### config.mk
export PLATFORM = sky130hd
export DESIGN_NAME = z80_bus_arbiter_flat
export DESIGN_NICKNAME = d
export VERILOG_FILES = /design/src/rtl/z80_bus_arbiter_if.sv /design/src/rtl/z80_bus_arbiter.sv /design/src/flat_wrapper.sv
export SDC_FILE = /design/constraint.sdc
export NUM_CORES = 1
export LEC_CHECK = 0
export ABC_AREA = 1
export BUFFER_PORTS_ARGS = -buffer_cell sky130_fd_sc_hd__buf_2
export CAP_MARGIN = 20
export CORE_MARGIN = 1
export CORE_UTILIZATION = 35
export CTS_CLUSTER_SIZE = 10
export DETAILED_ROUTE_END_ITERATION = 16
export GPL_TIMING_DRIVEN = 1
export PLACE_DENSITY = 0.63
export SYNTH_ARGS = -nofsm -noshare
export SYNTH_HDL_FRONTEND = slang
export SYNTH_SLANG_ARGS = --single-unit
### constraint.sdc
create_clock -name i_clk -period 3.2 [get_ports i_clk]
set_clock_uncertainty 0.05 [all_clocks]
set_input_delay 0.32 -clock i_clk [delete_from_list [all_inputs] [get_ports i_clk]]
set_output_delay 0.32 -clock i_clk [all_outputs]
set_load 0.01 [all_outputs]
### src/rtl/z80_bus_arbiter_if.sv
// Shared memory-bus bundle between the three Z80-system masters, the slave side
// and the bus arbiter. The arbiter connects through the slave modport.
interface z80_bus_arbiter_if;
  logic        i_m0_cs;
  logic        i_m0_we;
  logic [15:0] i_m0_addr;
  logic [7:0]  i_m0_dat;
  logic        o_m0_grant;
  logic        o_m0_ack;

  logic        i_m1_cs;
  logic        i_m1_we;
  logic [15:0] i_m1_addr;
  logic [7:0]  i_m1_dat;
  logic        o_m1_grant;
  logic        o_m1_ack;

  logic        i_m2_cs;
  logic        i_m2_we;
  logic [15:0] i_m2_addr;
  logic [7:0]  i_m2_dat;
  logic        o_m2_grant;
  logic        o_m2_ack;

  logic [7:0]  o_rd_dat;
  logic [15:0] o_addr;
  logic [7:0]  o_dat;
  logic        o_we;
  logic        o_cs;
  logic        i_ack;
  logic [7:0]  i_dat;
  logic        o_timeout;
  logic [1:0]  o_owner;

  modport slave (
    input  i_m0_cs, i_m0_we, i_m0_addr, i_m0_dat,
    input  i_m1_cs, i_m1_we, i_m1_addr, i_m1_dat,
    input  i_m2_cs, i_m2_we, i_m2_addr, i_m2_dat,
    input  i_ack, i_dat,
    output o_m0_grant, o_m0_ack, o_m1_grant, o_m1_ack, o_m2_grant, o_m2_ack,
    output o_rd_dat, o_addr, o_dat, o_we, o_cs, o_timeout, o_owner
  );

  modport master (
    output i_m0_cs, i_m0_we, i_m0_addr, i_m0_dat,
    output i_m1_cs, i_m1_we, i_m1_addr, i_m1_dat,
    output i_m2_cs, i_m2_we, i_m2_addr, i_m2_dat,
    output i_ack, i_dat,
    input  o_m0_grant, o_m0_ack, o_m1_grant, o_m1_ack, o_m2_grant, o_m2_ack,
    input  o_rd_dat, o_addr, o_dat, o_we, o_cs, o_timeout, o_owner
  );
endinterface

### src/rtl/z80_bus_arbiter.sv
// Fixed-priority, starvation-protected three-master arbiter for the Z80 memory bus,
// with a per-transaction slave timeout and a DONE hold until the owner releases cs.
module z80_bus_arbiter #(
  parameter int unsigned TIMEOUT      = 255,
  parameter int unsigned STARVE_LIMIT = 4
) (
  input logic              i_clk,
  input logic              i_reset,
  z80_bus_arbiter_if.slave bus
);
  typedef enum logic [1:0] {IDLE, GRANT, DONE} state_t;
  localparam logic [1:0] NO_OWNER = 2'd3;

  state_t      state_q, state_d;
  logic [1:0]  owner_q, owner_d;
  logic [2:0]  grant_q, grant_d;
  logic [2:0]  ack_q, ack_d;
  logic        timeout_q, timeout_d;
  logic [7:0]  rd_q, rd_d;
  logic [7:0]  tcnt_q, tcnt_d;
  logic [3:0]  starve_q [3];
  logic [3:0]  starve_d [3];

  logic [2:0]  cs_v, we_v;
  logic [15:0] addr_v [3];
  logic [7:0]  dat_v [3];
  logic [2:0]  starved;
  logic [1:0]  winner;
  logic        owner_cs;

  assign cs_v      = {bus.i_m2_cs, bus.i_m1_cs, bus.i_m0_cs};
  assign we_v      = {bus.i_m2_we, bus.i_m1_we, bus.i_m0_we};
  assign addr_v[0] = bus.i_m0_addr;
  assign addr_v[1] = bus.i_m1_addr;
  assign addr_v[2] = bus.i_m2_addr;
  assign dat_v[0]  = bus.i_m0_dat;
  assign dat_v[1]  = bus.i_m1_dat;
  assign dat_v[2]  = bus.i_m2_dat;

  function automatic logic [1:0] lowest(input logic [2:0] v);
    if (v[0])      return 2'd0;
    else if (v[1]) return 2'd1;
    else           return 2'd2;
  endfunction

  always_comb begin
    starved = '0;
    for (int unsigned i = 0; i < 3; i++)
      starved[i] = cs_v[i] && (starve_q[i] >= 4'(STARVE_LIMIT));
    winner = (|starved) ? lowest(starved) : lowest(cs_v);
  end

  always_comb begin
    owner_cs = 1'b0;
    for (int unsigned i = 0; i < 3; i++)
      if (owner_q == 2'(i)) owner_cs = cs_v[i];
  end

  always_comb begin
    state_d   = state_q;
    owner_d   = owner_q;
    grant_d   = grant_q;
    ack_d     = '0;
    timeout_d = 1'b0;
    rd_d      = rd_q;
    tcnt_d    = tcnt_q;
    for (int unsigned i = 0; i < 3; i++) starve_d[i] = starve_q[i];

    case (state_q)
      IDLE: begin
        if (|cs_v) begin
          for (int unsigned i = 0; i < 3; i++) begin
            grant_d[i] = (winner == 2'(i));
            if (winner == 2'(i))
              starve_d[i] = '0;
            else if (cs_v[i] && starve_q[i] != 4'hF)
              starve_d[i] = starve_q[i] + 4'd1;
          end
          owner_d = winner;
          tcnt_d  = '0;
          state_d = GRANT;
        end
      end
      GRANT: begin
        // An owner that drops cs aborts; that takes precedence over any ack.
        if (!owner_cs) begin
          owner_d = NO_OWNER;
          grant_d = '0;
          state_d = IDLE;
        end else if (bus.i_ack) begin
          rd_d    = bus.i_dat;
          ack_d   = grant_q;
          state_d = DONE;
        end else if (tcnt_q == 8'(TIMEOUT - 1)) begin
          rd_d      = 8'hFF;
          ack_d     = grant_q;
          timeout_d = 1'b1;
          state_d   = DONE;
        end else begin
          tcnt_d = tcnt_q + 8'd1;
        end
      end
      DONE: begin
        if (!owner_cs) begin
          owner_d = NO_OWNER;
          grant_d = '0;
          state_d = IDLE;
        end
      end
      default: begin
        owner_d = NO_OWNER;
        grant_d = '0;
        state_d = IDLE;
      end
    endcase
  end

  always_ff @(posedge i_clk) begin
    if (i_reset) begin
      state_q   <= IDLE;
      owner_q   <= NO_OWNER;
      grant_q   <= '0;
      ack_q     <= '0;
      timeout_q <= 1'b0;
      rd_q      <= '0;
      tcnt_q    <= '0;
      for (int unsigned i = 0; i < 3; i++) starve_q[i] <= '0;
    end else begin
      state_q   <= state_d;
      owner_q   <= owner_d;
      grant_q   <= grant_d;
      ack_q     <= ack_d;
      timeout_q <= timeout_d;
      rd_q      <= rd_d;
      tcnt_q    <= tcnt_d;
      for (int unsigned i = 0; i < 3; i++) starve_q[i] <= starve_d[i];
    end
  end

  always_comb begin
    bus.o_cs   = 1'b0;
    bus.o_we   = 1'b0;
    bus.o_addr = '0;
    bus.o_dat  = '0;
    for (int unsigned i = 0; i < 3; i++) begin
      if (state_q == GRANT && owner_q == 2'(i)) begin
        bus.o_cs   = cs_v[i];
        bus.o_we   = we_v[i];
        bus.o_addr = addr_v[i];
        bus.o_dat  = dat_v[i];
      end
    end
  end

  assign bus.o_m0_grant = grant_q[0];
  assign bus.o_m1_grant = grant_q[1];
  assign bus.o_m2_grant = grant_q[2];
  assign bus.o_m0_ack   = ack_q[0];
  assign bus.o_m1_ack   = ack_q[1];
  assign bus.o_m2_ack   = ack_q[2];
  assign bus.o_rd_dat   = rd_q;
  assign bus.o_timeout  = timeout_q;
  assign bus.o_owner    = owner_q;
endmodule
### src/flat_wrapper.sv
// flat-port wrapper written by rule: the top's interface ports become plain ports
module z80_bus_arbiter_flat 
#(
  parameter int unsigned TIMEOUT      = 255,
  parameter int unsigned STARVE_LIMIT = 4
)
  (i_clk, i_reset, bus_i_m0_cs, bus_i_m0_we, bus_i_m0_addr, bus_i_m0_dat, bus_i_m1_cs, bus_i_m1_we, bus_i_m1_addr, bus_i_m1_dat, bus_i_m2_cs, bus_i_m2_we, bus_i_m2_addr, bus_i_m2_dat, bus_i_ack, bus_i_dat, bus_o_m0_grant, bus_o_m0_ack, bus_o_m1_grant, bus_o_m1_ack, bus_o_m2_grant, bus_o_m2_ack, bus_o_rd_dat, bus_o_addr, bus_o_dat, bus_o_we, bus_o_cs, bus_o_timeout, bus_o_owner);
  z80_bus_arbiter_if bus_i ();
  input logic i_clk;
  input logic i_reset;
  input wire logic [$bits(bus_i.i_m0_cs)-1:0] bus_i_m0_cs;
  input wire logic [$bits(bus_i.i_m0_we)-1:0] bus_i_m0_we;
  input wire logic [$bits(bus_i.i_m0_addr)-1:0] bus_i_m0_addr;
  input wire logic [$bits(bus_i.i_m0_dat)-1:0] bus_i_m0_dat;
  input wire logic [$bits(bus_i.i_m1_cs)-1:0] bus_i_m1_cs;
  input wire logic [$bits(bus_i.i_m1_we)-1:0] bus_i_m1_we;
  input wire logic [$bits(bus_i.i_m1_addr)-1:0] bus_i_m1_addr;
  input wire logic [$bits(bus_i.i_m1_dat)-1:0] bus_i_m1_dat;
  input wire logic [$bits(bus_i.i_m2_cs)-1:0] bus_i_m2_cs;
  input wire logic [$bits(bus_i.i_m2_we)-1:0] bus_i_m2_we;
  input wire logic [$bits(bus_i.i_m2_addr)-1:0] bus_i_m2_addr;
  input wire logic [$bits(bus_i.i_m2_dat)-1:0] bus_i_m2_dat;
  input wire logic [$bits(bus_i.i_ack)-1:0] bus_i_ack;
  input wire logic [$bits(bus_i.i_dat)-1:0] bus_i_dat;
  output wire logic [$bits(bus_i.o_m0_grant)-1:0] bus_o_m0_grant;
  output wire logic [$bits(bus_i.o_m0_ack)-1:0] bus_o_m0_ack;
  output wire logic [$bits(bus_i.o_m1_grant)-1:0] bus_o_m1_grant;
  output wire logic [$bits(bus_i.o_m1_ack)-1:0] bus_o_m1_ack;
  output wire logic [$bits(bus_i.o_m2_grant)-1:0] bus_o_m2_grant;
  output wire logic [$bits(bus_i.o_m2_ack)-1:0] bus_o_m2_ack;
  output wire logic [$bits(bus_i.o_rd_dat)-1:0] bus_o_rd_dat;
  output wire logic [$bits(bus_i.o_addr)-1:0] bus_o_addr;
  output wire logic [$bits(bus_i.o_dat)-1:0] bus_o_dat;
  output wire logic [$bits(bus_i.o_we)-1:0] bus_o_we;
  output wire logic [$bits(bus_i.o_cs)-1:0] bus_o_cs;
  output wire logic [$bits(bus_i.o_timeout)-1:0] bus_o_timeout;
  output wire logic [$bits(bus_i.o_owner)-1:0] bus_o_owner;
  assign bus_i.i_m0_cs = bus_i_m0_cs;
  assign bus_i.i_m0_we = bus_i_m0_we;
  assign bus_i.i_m0_addr = bus_i_m0_addr;
  assign bus_i.i_m0_dat = bus_i_m0_dat;
  assign bus_i.i_m1_cs = bus_i_m1_cs;
  assign bus_i.i_m1_we = bus_i_m1_we;
  assign bus_i.i_m1_addr = bus_i_m1_addr;
  assign bus_i.i_m1_dat = bus_i_m1_dat;
  assign bus_i.i_m2_cs = bus_i_m2_cs;
  assign bus_i.i_m2_we = bus_i_m2_we;
  assign bus_i.i_m2_addr = bus_i_m2_addr;
  assign bus_i.i_m2_dat = bus_i_m2_dat;
  assign bus_i.i_ack = bus_i_ack;
  assign bus_i.i_dat = bus_i_dat;
  assign bus_o_m0_grant = bus_i.o_m0_grant;
  assign bus_o_m0_ack = bus_i.o_m0_ack;
  assign bus_o_m1_grant = bus_i.o_m1_grant;
  assign bus_o_m1_ack = bus_i.o_m1_ack;
  assign bus_o_m2_grant = bus_i.o_m2_grant;
  assign bus_o_m2_ack = bus_i.o_m2_ack;
  assign bus_o_rd_dat = bus_i.o_rd_dat;
  assign bus_o_addr = bus_i.o_addr;
  assign bus_o_dat = bus_i.o_dat;
  assign bus_o_we = bus_i.o_we;
  assign bus_o_cs = bus_i.o_cs;
  assign bus_o_timeout = bus_i.o_timeout;
  assign bus_o_owner = bus_i.o_owner;
  z80_bus_arbiter #(.TIMEOUT(TIMEOUT), .STARVE_LIMIT(STARVE_LIMIT)) u_core (.i_clk(i_clk), .i_reset(i_reset), .bus(bus_i));
endmodule
==> summary.txt <==
CTS
  – Clk pin slew, worst setup/hold paths: 0.09 ns
  – Post-CTS setup buffers: 0
  – Clk_lat worst skew: ~0.3 ns
  – Hold_buf cts: 0
  – CTS tree: yes
  – Root Driver: clkbuf_8
  – Worst-case clock buffer depth: 2
  – CTS buffer count: 5
  – H-Tree Depth: 2
  – CTS-repair resized insts: 0
  – TritonCTS Sinks: 39

Logic synthesis
  – #FFs+latches synth: 39
  – Yosys warns: 0
  – Synth area leader: dfxtp_1
  – Register area share after synthesis: 30.20%
  – Syn Area/Cell: about 6.6 um2
  – Synth Flop Type: dfxtp_1
  – Synth unique cells: 33
  – Post-synth top area share: 30.20%
  – Number of synthesized flops with an enable pin: 0
  – Post-Syn Nets: 486
  – Netlist Area Pre-Place: between 2000 and 3000 um2
  – Fraction of registers with async set/reset: 0%
  – Largest cells by area after synthesis: dfxtp_1 (30%), nand3_1 (13%), nand2_1 (11%)
  – Count leader, synth: nand2_1
  – Synthesized instance count: 389
  – Most frequent cells after synthesis: nand2_1 (76), nand3_1 (67), nor2_1 (42)

Setup path
  – Critical path class: flip-flop to primary output
  – Critical Path Slowest Stage Cell: nor3_4
  – CP max FO: 28
  – FF-to-FF End: u_core.bus.o_owner[0]
  – Reg2Reg Setup Slack: ~1.0 ns
  – CP required: 2.83 ns
  – Crit-path cells: inv_2 > nor3_4 > nand2_1 > nand3_1 > buf_2
  – Reg2Reg Depth: 10
  – Critical Path End Type: primary output
  – Startpoint types: flip-flop
  – Worst Path Arrival: about 2.2 ns
  – Reg2Reg Launch Point: u_core.bus.o_owner[0]
  – CP max stage delay: 0.80 ns

STA
  – Slew @ Worst Pin: between 0.9 and 1 ns
  – Setup TNS Final: 0 ns
  – Slew headroom: 39.25%
  – Peak Freq: 386.8 MHz
  – Crit path time final: roughly 2.6 ns
  – Max-slew violations: 0
  – Final period util: around 81%
  – Final Hold Viols: 0
  – # setup viols final: 0
  – RSZ-0062 raised after global routing: no

Detailed routing
  – Vias/cell: ~5.0
  – WL/cell: about 13 um
  – Initial drt markers: 164
  – Pre-Repair DR Iteration Count: 4
  – Final wirelength: around 8000 um
  – DRC Markers: 0
  – Via count: 3051
  – Antenna violation net count after detailed routing: 0

Worst hold path
  – Hold EP: u_core.bus.o_timeout
  – Tightest Hold Check Type: primary input to flip-flop
  – Hold Crit Depth: 2
  – Hold path startpoint: bus_i_ack

Finish
  – Fin nets: around 600
  – Design Area, Final: about 3400 um2
  – Ant. Diodes: 0
  – Multi-input logic area: 1598 um2
  – FF/Latch Area: between 700 and 800 um2
  – Final Util: 49.07%
  – Count of non-filler cells in the finished layout: 606
  – Layout area overhead: 32.53%
  – Filler cells: ~750
  – Layout cells sized above 1: roughly a third

Pwr
  – Internal: approximately 1.0 mW
  – Gate power share: between 30 and 40%
  – Clock power share: roughly 33%
  – Sw Pwr: 0.5301 mW
  – Flop pwr share: between 30 and 40%
  – Peak VDD IR: between 0.3 and 0.4 mV
  – Leak: approximately 1.7 nW
  – PD cells: 446.0 nW/um2
  – Sw frac: a little over a third

Place
  – Placer Congestion: roughly 0.8
  – Post-DP HPWL: between 6000 and 7000 um
  – Area after DPL: about 3300 um2
  – IO Port Bufs: 131
  – Post-Place Cells: 598

Die
  – Area of the core: ~7000 um2
  – Starting Density: about 37%
  – DIE AREA: around 7700 um2
  – Die height: slightly below 90 um
  – Die W: about 88 um
  – Ports: 132
  – Cell row count: 30

Run
  – Max-cap violations: 0

Global route
  – Largest net degree at the start of global routing: between 50 and 60
  – First-pass GRT wire length: about 12000 um
  – GRT Total Usage: 20.04%
  – Gr ovfl total: 0
  – Initial antenna violation count: 0
  – Vias in the first global route: around 2700

Outcome
  – Status: completed
-- cells by family (layout without fill, tap and decap cells) --
logic type / Yosys count / in the layout / share of synthesized area, %
and+or+nand+nor: 236 / 236 / 45.21
buffers and inverters: 52 / 173 / 8.083
AOI/OAI and AO/OA: 47 / 47 / 10.26
DFF: 39 / 39 / 30.20
adders and majority gates: 8 / 8 / 3.872
xor gates and xnor gates: 7 / 7 / 2.372
-- cell usage in the layout (no fill, tap or decap), types with 5 or more instances in the layout --
cell,n
a21oi_1,14
inv_2,5
nor2_1,42
o21ai_0,23
clkbuf_8,5
xor2_1,6
dfxtp_1,39
inv_1,27
nand3_1,67
nand4_1,28
nand2_1,76
ha_1,7
buf_2,131
nand2_2,7
-- stage by stage --
stage / power, mW / hold slack (ns) / setup slack (ns)
finish: 1.528 / 0.1998 / 0.6150
global route: 1.613 / 0.1965 / 0.4430
CTS: 1.541 / 0.1924 / 0.5975
detailed placement: 1.039 / 0.3809 / 0.9390
global placement: 1.032 / 0.3761 / 0.9890
floorplan: 0.8698 / 0.3475 / 1.522
-- worst max path at each step --
stage	slack [ns]	cells after the start	from	to
finish	0.61	5	u_core.bus.o_owner[1]	bus_o_dat[1]
global route	0.44	5	u_core.bus.o_owner[1]	bus_o_we
CTS	0.60	5	u_core.bus.o_owner[1]	bus_o_dat[2]
detailed placement	0.94	5	u_core.bus.o_owner[1]	bus_o_addr[0]
global placement	0.99	5	u_core.bus.o_owner[1]	bus_o_dat[2]
floorplan	1.52	8	u_core.state_q[1]	bus_o_addr[10]
-- registers in the layout (all words and copies together), names as in the netlist --
register,cells
u_core.tcnt_q,8
u_core.ack_q,3
u_core.bus.o_timeout,1
u_core.bus.o_owner,2
u_core.grant_q,3
u_core.bus.o_rd_dat,8
u_core.starve_q,12
u_core.state_q,2
-- area by class of cell --
type	instances	share of cell area [%]
multi-input combinational	298	46.64
sequential	39	22.79
timing repair buffer	133	19.58
inverter	32	3.506
tap	96	3.506
clock buffer	5	2.009
clock inverter	3	1.972
-- per-layer routing --
layer	vias to the layer above	track usage (%)	wire [um]
met5	-	0	0
met4	0	5.067	93
met3	7	4.524	693
met2	123	35.80	3770
met1	1369	24.16	3464
li1	1552	-	-
-- power groups by stage --
stage	clock network, mW	logic [mW]	registers, mW
floorplan	0	0.304	0.566
global placement	0	0.461	0.571
detailed placement	0	0.467	0.572
CTS	0.510	0.470	0.561
global route	0.528	0.517	0.567
finish	0.500	0.467	0.560
-- worst max-delay path: cells and delay by family (launching register included) --
kind	cells	cell delay [ns]
buffers and inverters	2	0.39
flip-flops	1	0.45
AND/OR/NAND/NOR	3	1.05
No activity file was read; power rests on OpenSTA's default activity.
